File: src/rtl/branch_sequencer_if.sv
// Handshake and control-strobe bundle between the branch sequencer and its datapath.
// The master side drives start/ready/IR/bus and observes the strobes.
interface branch_sequencer_if #(
  parameter int unsigned DATA_WIDTH = 32
);
  logic                  start;
  logic                  mem_ready;
  logic [DATA_WIDTH-1:0] ir;
  logic [DATA_WIDTH-1:0] bus_data;

  logic                  pc_out;
  logic                  mar_in;
  logic                  inc_pc;
  logic                  z_in;
  logic                  zlow_out;
  logic                  pc_in;
  logic                  read;
  logic                  mdr_in;
  logic                  mdr_out;
  logic                  ir_in;
  logic                  grb;
  logic                  rout;
  logic                  y_in;
  logic                  c_out;
  logic [4:0]            alu_op;
  logic                  con_ff;
  logic                  busy;
  logic                  done;
  logic                  illegal;

  modport master (
    output start, mem_ready, ir, bus_data,
    input  pc_out, mar_in, inc_pc, z_in, zlow_out, pc_in, read, mdr_in,
           mdr_out, ir_in, grb, rout, y_in, c_out, alu_op, con_ff, busy,
           done, illegal
  );

  modport slave (
    input  start, mem_ready, ir, bus_data,
    output pc_out, mar_in, inc_pc, z_in, zlow_out, pc_in, read, mdr_in,
           mdr_out, ir_in, grb, rout, y_in, c_out, alu_op, con_ff, busy,
           done, illegal
  );
endinterface

File: src/rtl/branch_sequencer.sv
// Fetch + conditional-branch control sequencer. Strobes are a pure decode of the
// state register, con_ff and mem_ready; ir/bus_data only feed registers and next-state.
module branch_sequencer #(
  parameter int unsigned DATA_WIDTH     = 32,
  parameter logic [4:0]  BR_OPCODE      = 5'b10010,
  parameter int unsigned COND_LSB       = 19,
  parameter bit          SKIP_NOT_TAKEN = 1'b1,
  parameter logic [4:0]  ALU_ADD        = 5'b00011
) (
  input logic                clk,
  input logic                clr,
  branch_sequencer_if.slave  bus
);

  localparam logic [3:0] S_IDLE = 4'd0;
  localparam logic [3:0] S_T0   = 4'd1;
  localparam logic [3:0] S_T1   = 4'd2;
  localparam logic [3:0] S_T2   = 4'd3;
  localparam logic [3:0] S_T3   = 4'd4;
  localparam logic [3:0] S_T4   = 4'd5;
  localparam logic [3:0] S_T5   = 4'd6;
  localparam logic [3:0] S_T6   = 4'd7;
  localparam logic [3:0] S_DONE = 4'd8;

  logic [3:0] state_q, state_d;
  logic       con_ff_q, con_ff_d;
  logic       illegal_q, illegal_d;
  logic       op_ok_q, op_ok_d;

  logic [4:0] opcode;
  logic [1:0] c2;
  logic       cond;

  assign opcode = bus.ir[DATA_WIDTH-1 -: 5];
  assign c2     = bus.ir[COND_LSB+1 : COND_LSB];

  always_comb begin
    cond = 1'b0;
    case (c2)
      2'b00:   cond = (bus.bus_data == '0);
      2'b01:   cond = (bus.bus_data != '0);
      2'b10:   cond = ~bus.bus_data[DATA_WIDTH-1];
      default: cond = bus.bus_data[DATA_WIDTH-1];
    endcase
  end

  // The IR is expected to be settled by T2; the opcode check is registered there
  // so that the T3 grb/rout decode never sees ir combinationally.
  always_comb begin
    state_d   = state_q;
    con_ff_d  = con_ff_q;
    illegal_d = illegal_q;
    op_ok_d   = op_ok_q;
    case (state_q)
      S_IDLE: begin
        if (bus.start) begin
          state_d   = S_T0;
          illegal_d = 1'b0;
        end
      end
      S_T0: state_d = S_T1;
      S_T1: begin
        if (bus.mem_ready) state_d = S_T2;
      end
      S_T2: begin
        state_d = S_T3;
        op_ok_d = (opcode == BR_OPCODE);
      end
      S_T3: begin
        if (!op_ok_q) begin
          illegal_d = 1'b1;
          state_d   = S_DONE;
        end else begin
          con_ff_d = cond;
          if (SKIP_NOT_TAKEN && !cond) state_d = S_DONE;
          else                         state_d = S_T4;
        end
      end
      S_T4:    state_d = S_T5;
      S_T5:    state_d = S_T6;
      S_T6:    state_d = S_DONE;
      S_DONE:  state_d = S_IDLE;
      default: state_d = S_IDLE;
    endcase
  end

  always_ff @(posedge clk) begin
    if (clr) begin
      state_q   <= S_IDLE;
      con_ff_q  <= 1'b0;
      illegal_q <= 1'b0;
      op_ok_q   <= 1'b0;
    end else begin
      state_q   <= state_d;
      con_ff_q  <= con_ff_d;
      illegal_q <= illegal_d;
      op_ok_q   <= op_ok_d;
    end
  end

  logic pc_out_s, mar_in_s, inc_pc_s, z_in_s, zlow_out_s, pc_in_s, read_s;
  logic mdr_in_s, mdr_out_s, ir_in_s, grb_s, rout_s, y_in_s, c_out_s;
  logic [4:0] alu_op_s;

  always_comb begin
    pc_out_s   = 1'b0;
    mar_in_s   = 1'b0;
    inc_pc_s   = 1'b0;
    z_in_s     = 1'b0;
    zlow_out_s = 1'b0;
    pc_in_s    = 1'b0;
    read_s     = 1'b0;
    mdr_in_s   = 1'b0;
    mdr_out_s  = 1'b0;
    ir_in_s    = 1'b0;
    grb_s      = 1'b0;
    rout_s     = 1'b0;
    y_in_s     = 1'b0;
    c_out_s    = 1'b0;
    alu_op_s   = 5'd0;
    case (state_q)
      S_T0: begin
        pc_out_s = 1'b1;
        mar_in_s = 1'b1;
        inc_pc_s = 1'b1;
        z_in_s   = 1'b1;
      end
      S_T1: begin
        // PC is reloaded only on the cycle the read completes.
        zlow_out_s = 1'b1;
        read_s     = 1'b1;
        mdr_in_s   = 1'b1;
        pc_in_s    = bus.mem_ready;
      end
      S_T2: begin
        mdr_out_s = 1'b1;
        ir_in_s   = 1'b1;
      end
      S_T3: begin
        grb_s  = op_ok_q;
        rout_s = op_ok_q;
      end
      S_T4: begin
        pc_out_s = 1'b1;
        y_in_s   = 1'b1;
      end
      S_T5: begin
        c_out_s  = 1'b1;
        z_in_s   = 1'b1;
        alu_op_s = ALU_ADD;
      end
      S_T6: begin
        zlow_out_s = 1'b1;
        pc_in_s    = con_ff_q;
      end
      default: ;
    endcase
  end

  assign bus.pc_out   = pc_out_s;
  assign bus.mar_in   = mar_in_s;
  assign bus.inc_pc   = inc_pc_s;
  assign bus.z_in     = z_in_s;
  assign bus.zlow_out = zlow_out_s;
  assign bus.pc_in    = pc_in_s;
  assign bus.read     = read_s;
  assign bus.mdr_in   = mdr_in_s;
  assign bus.mdr_out  = mdr_out_s;
  assign bus.ir_in    = ir_in_s;
  assign bus.grb      = grb_s;
  assign bus.rout     = rout_s;
  assign bus.y_in     = y_in_s;
  assign bus.c_out    = c_out_s;
  assign bus.alu_op   = alu_op_s;
  assign bus.con_ff   = con_ff_q;
  assign bus.illegal  = illegal_q;
  assign bus.busy     = (state_q != S_IDLE);
  assign bus.done     = (state_q == S_DONE);

endmodule

File: src/flat_wrapper.sv
// flat-port wrapper written by rule: the top's interface ports become plain ports
module branch_sequencer_flat 
#(
  parameter int unsigned DATA_WIDTH     = 32,
  parameter logic [4:0]  BR_OPCODE      = 5'b10010,
  parameter int unsigned COND_LSB       = 19,
  parameter bit          SKIP_NOT_TAKEN = 1'b1,
  parameter logic [4:0]  ALU_ADD        = 5'b00011
)
  (clk, clr, bus_start, bus_mem_ready, bus_ir, bus_bus_data, bus_pc_out, bus_mar_in, bus_inc_pc, bus_z_in, bus_zlow_out, bus_pc_in, bus_read, bus_mdr_in, bus_mdr_out, bus_ir_in, bus_grb, bus_rout, bus_y_in, bus_c_out, bus_alu_op, bus_con_ff, bus_busy, bus_done, bus_illegal);
  branch_sequencer_if #(.DATA_WIDTH(DATA_WIDTH)) bus_i ();
  input logic clk;
  input logic clr;
  input wire logic [$bits(bus_i.start)-1:0] bus_start;
  input wire logic [$bits(bus_i.mem_ready)-1:0] bus_mem_ready;
  input wire logic [$bits(bus_i.ir)-1:0] bus_ir;
  input wire logic [$bits(bus_i.bus_data)-1:0] bus_bus_data;
  output wire logic [$bits(bus_i.pc_out)-1:0] bus_pc_out;
  output wire logic [$bits(bus_i.mar_in)-1:0] bus_mar_in;
  output wire logic [$bits(bus_i.inc_pc)-1:0] bus_inc_pc;
  output wire logic [$bits(bus_i.z_in)-1:0] bus_z_in;
  output wire logic [$bits(bus_i.zlow_out)-1:0] bus_zlow_out;
  output wire logic [$bits(bus_i.pc_in)-1:0] bus_pc_in;
  output wire logic [$bits(bus_i.read)-1:0] bus_read;
  output wire logic [$bits(bus_i.mdr_in)-1:0] bus_mdr_in;
  output wire logic [$bits(bus_i.mdr_out)-1:0] bus_mdr_out;
  output wire logic [$bits(bus_i.ir_in)-1:0] bus_ir_in;
  output wire logic [$bits(bus_i.grb)-1:0] bus_grb;
  output wire logic [$bits(bus_i.rout)-1:0] bus_rout;
  output wire logic [$bits(bus_i.y_in)-1:0] bus_y_in;
  output wire logic [$bits(bus_i.c_out)-1:0] bus_c_out;
  output wire logic [$bits(bus_i.alu_op)-1:0] bus_alu_op;
  output wire logic [$bits(bus_i.con_ff)-1:0] bus_con_ff;
  output wire logic [$bits(bus_i.busy)-1:0] bus_busy;
  output wire logic [$bits(bus_i.done)-1:0] bus_done;
  output wire logic [$bits(bus_i.illegal)-1:0] bus_illegal;
  assign bus_i.start = bus_start;
  assign bus_i.mem_ready = bus_mem_ready;
  assign bus_i.ir = bus_ir;
  assign bus_i.bus_data = bus_bus_data;
  assign bus_pc_out = bus_i.pc_out;
  assign bus_mar_in = bus_i.mar_in;
  assign bus_inc_pc = bus_i.inc_pc;
  assign bus_z_in = bus_i.z_in;
  assign bus_zlow_out = bus_i.zlow_out;
  assign bus_pc_in = bus_i.pc_in;
  assign bus_read = bus_i.read;
  assign bus_mdr_in = bus_i.mdr_in;
  assign bus_mdr_out = bus_i.mdr_out;
  assign bus_ir_in = bus_i.ir_in;
  assign bus_grb = bus_i.grb;
  assign bus_rout = bus_i.rout;
  assign bus_y_in = bus_i.y_in;
  assign bus_c_out = bus_i.c_out;
  assign bus_alu_op = bus_i.alu_op;
  assign bus_con_ff = bus_i.con_ff;
  assign bus_busy = bus_i.busy;
  assign bus_done = bus_i.done;
  assign bus_illegal = bus_i.illegal;
  branch_sequencer #(.DATA_WIDTH(DATA_WIDTH), .BR_OPCODE(BR_OPCODE), .COND_LSB(COND_LSB), .SKIP_NOT_TAKEN(SKIP_NOT_TAKEN), .ALU_ADD(ALU_ADD)) u_core (.clk(clk), .clr(clr), .bus(bus_i));
endmodule
File: config.mk
export PLATFORM = sky130hd
export DESIGN_NAME = branch_sequencer_flat
export DESIGN_NICKNAME = d
export VERILOG_FILES = /design/src/rtl/branch_sequencer_if.sv /design/src/rtl/branch_sequencer.sv /design/src/flat_wrapper.sv
export SDC_FILE = /design/constraint.sdc
export NUM_CORES = 1
export LEC_CHECK = 0
export ABC_AREA = 1
export CORE_UTILIZATION = 26
export CTS_BUF_LIST = sky130_fd_sc_hd__clkbuf_2 sky130_fd_sc_hd__clkbuf_4 sky130_fd_sc_hd__clkbuf_8
export CTS_CLUSTER_DIAMETER = 30
export CTS_CLUSTER_SIZE = 16
export DETAILED_ROUTE_END_ITERATION = 10
export GPL_ROUTABILITY_DRIVEN = 0
export PLACE_DENSITY_LB_ADDON = 0.25
export SLEW_MARGIN = 20
export SYNTH_ARGS = -nofsm -noshare
export SYNTH_HDL_FRONTEND = slang
export SYNTH_SLANG_ARGS = --single-unit
File: constraint.sdc
create_clock -name clk -period 1.71 [get_ports clk]
set_input_delay 0.2565 -clock clk [delete_from_list [all_inputs] [get_ports clk]]
set_output_delay 0.2565 -clock clk [all_outputs]
set_load 0.01 [all_outputs]
==> run_results.csv <==
group,metric,value,unit
logic_synthesis,ys_seq_elements,7,
logic_synthesis,synth.yosys.warnings,0,
logic_synthesis,avgSynthCellArea,5.79,um^2
logic_synthesis,synth_cell_types,21,
power_and_ir_drop,power-per-cell-area,909,mW/mm^2
floorplan,initial_utilization,28.5,%
logic_synthesis,post-synth-top-area-fraction,21.6,%
floorplan,die_height,51.9,um
clocking,clock_sink_count,7,
floorplan,design.die.area,0.00270,mm^2
grt,grt_start_max_net_pins,7,
clocking,cts.clk_slew.worst_paths,0.05,ns
grt,gr-total-overflow,0,
worst_setup_path,critical_path.top_delay_family,"buffers and inverters",
sta,final_min_period_over_clock_period,93.2,%
placed_design,placed_area,0.00127,mm^2
floorplan,io-pin-count,91,
sta,setup_viol,0,
grt,met2_usage,27.8,%
clocking,cts.path.max_buffers,2,
placed_design,port_buffers,62,
sta,hold_slack_final,0.521,ns
sta,finalHoldViolations,0,
worst_setup_path,criticalPathCategory,"reg2out",
worst_setup_path,library_cell_contributing_the_largest_single_delay_on_the_critical_path,"dfxtp_2",
run_status,run_status,"complete, no violations",
sta,grt_setup_unrepaired,"no",
worst_setup_path,timing.critical_path.from_type,"flop",
grt,track_usage,15.6,%
worst_setup_path,setup.worst_path.end_class,"output pin",
worst_setup_path,worstSetupPathDepth,5,
worst_setup_path,r2r_end,"u_core.state_q[0]",
grt,grt_pass1_vias,793,
placed_design,post-dp-hpwl,1.75,mm
worst_setup_path,critical_path.endpoint,"bus_z_in",
cells_and_area,finalNetCount,243,
route,drtAntennaViolNets,0,
power_and_ir_drop,power.ir.vdd_worst,895,uV
clocking,clock_tree_from_tritoncts,"done",
cells_and_area,final_layout_size_suffix_gt1_share,18.4,%
floorplan,num_rows,17,
logic_synthesis,synth_sequential_area_ratio,21.6,%
worst_setup_path,worst_setup_sp,"u_core.state_q[0]",
clocking,clock-root-buffer,"clkbuf_4",
worst_setup_path,critical_path.most_common_cell,"inv_1",
sta,post_route_skew,0.00420,ns
route,routedWlPerCell,9.69,um
cells_and_area,layout-area-overhead-vs-synth,98.5,%
clocking,post_cts_resize_count,24,
logic_synthesis,synthesis.instances,112,
min_path,min-delay-path-class,"reg2reg",
clocking,cts_htree_levels,1,
route,routed_wl,1.96,mm
floorplan,chipWidth,51.9,um
cells_and_area,n_antenna_cell,0,
route,dr.pass1.iters,4,
logic_synthesis,synth_area_leaders,"dfxtp_1 (22%), nor2_1 (19%), buf_4 (10%)",
route,detail_route.iter0.violations,12,
power_and_ir_drop,total_power,1.17,mW
worst_setup_path,critPathMaxFanout,5,
route,routed-via-count,857,
sta,report.final.slew_viol_count,0,
worst_setup_path,cp_data_arrival_time,1.34,ns
logic_synthesis,synth_top_cell_by_area,"dfxtp_1",
worst_setup_path,reg2reg_slack,0.46,ns
worst_setup_path,timing.reg2reg.worst_path_depth,10,
flow_run,maxCapViolCount,0,
clocking,cts_inserted_buffers,3,
clocking,cts.repair_timing.setup_buffer_count,0,
worst_setup_path,critPathBufInv,3,
cells_and_area,final_cell_area,0.00129,mm^2
worst_setup_path,critical_path.cell_chain,"inv_1 -> nor2_1 -> inv_1 -> o22ai_1 -> dlygate4sd2_1",
grt,wire_length_of_the_first_global_routing_pass,3.13,mm
clocking,post_cts_hold_buffer_count,0,
cells_and_area,final_util,56.5,%
grt,global_route.usage.met1,16.9,%
sta,fmax,627,MHz
power_and_ir_drop,p_leak,0.616,nW
route,detail_route.vias_per_cell,4.24,
floorplan,core,0.00228,mm^2
worst_setup_path,worst_path_largest_cell_delay,0.35,ns
worst_setup_path,timing.rr.start,"u_core.state_q[2]",
grt,grt_antenna_before_repair,0,
worst_setup_path,worstPathRequired,1.45,ns
grt,gr-max-usage-layer,"met2",
sta,layout_min_cycle_time,1.59,ns
clocking,clock_latency,0.25,ns
logic_synthesis,netlist_area,648,um^2
route,drt_drc_violations_left,0,
grt,global_route.usage.met3,3.80,%
==> per-stage QoR <==
| stage | std cells | TNS [ns] | setup WS, ns |
|---|---|---|---|
| CTS | 202 | 0 | 0.00819 |
| floorplan | 114 | 0 | 0.412 |
| global route | 202 | 0 | 0.0144 |
| global placement | 198 | 0 | 0.00499 |
| detailed placement | 198 | -0.0708 | -0.0268 |
| finish | 202 | 0 | 0.116 |
==> cells in the final DEF, fill, tap and decap left out, drive strengths merged <==
master,synthesis,final
nand3,4,4
buf,9,3
nor2,39,39
o21ai,4,4
nor3,3,3
a21oi,6,6
dlymetal6s2s,0,1
clkdlybuf4s50,0,44
inv,18,18
and2,1,1
dfxtp,7,7
dlygate4sd2,0,14
nand4,3,3
clkbuf,0,7
a221oi,1,1
nand2,15,15
conb,1,3
o22ai,1,1
==> worst register-to-register path, stage by stage (launching register included) <==
cell and delay, ns:
dfxtp_1 0.34, inv_1 0.07, nor2_2 0.11, inv_2 0.08, nor2_4 0.12, inv_2 0.07, nor2_4 0.10, nand3_2 0.12
nand2_1 0.07, nand2_1 0.05, nor2_2 0.06
==> per-layer routing <==
metal / vias up / routed length [um] / share of wire, %
li1: 460 / - / -
met1: 364 / 773 / 39
met2: 25 / 1030 / 53
met3: 8 / 111 / 5.7
met4: 0 / 44 / 2.2
met5: - / 0 / 0
==> synthesized netlist by cell type <==
master / count
a21oi_1: 5
a21oi_2: 1
a221oi_1: 1
and2_0: 1
buf_4: 9
conb_1: 1
dfxtp_1: 7
inv_1: 12
inv_2: 6
nand2_1: 15
nand3_1: 3
nand3_2: 1
nand4_1: 3
nor2_1: 32
nor2_2: 5
nor2_4: 2
nor3_1: 2
nor3_2: 1
o21ai_0: 3
o21ai_1: 1
o22ai_1: 1
==> cell families after synthesis <==
kind of cell	count (synthesis)	share of synthesized area (%)
buf+inv	27	20.8
simple gates	65	46.3
other cells	1	0.579
compound gates	12	10.6
flops	7	21.6
==> worst min-delay path by stage <==
stage / slack, ns / start / cells after the start / to
floorplan: 0.32 / clr / 1 / u_core.state_q[0]
global placement: 0.51 / u_core.bus.illegal / 2 / u_core.bus.illegal
detailed placement: 0.51 / u_core.bus.con_ff / 2 / u_core.bus.con_ff
CTS: 0.53 / u_core.bus.con_ff / 2 / u_core.bus.con_ff
global route: 0.56 / u_core.bus.con_ff / 2 / u_core.bus.con_ff
finish: 0.52 / u_core.bus.con_ff / 2 / u_core.bus.con_ff
==> state kept, by name (all words and copies together), names as in the netlist <==
register / cells
u_core.bus.con_ff: 1
u_core.bus.illegal: 1
u_core.state_q: 4
u_core.op_ok_q: 1
==> cell type report <==
type | count | area (um^2)
Fill cell | 234 | 990
Timing Repair Buffer | 65 | 613
Multi-Input combinational cell | 80 | 397
Sequential cell | 7 | 144
Inverter | 18 | 67.6
Tap cell | 28 | 35.0
Clock buffer | 4 | 30.0
==> where the power goes <==
group / leakage, nW / switching [mW] / internal, mW
registers: 0.0582 / 0.0370 / 0.212
clock network: 0.0184 / 0.0583 / 0.105
logic: 0.539 / 0.397 / 0.361
total: 0.616 / 0.492 / 0.678
No activity file was read; power rests on OpenSTA's default activity.
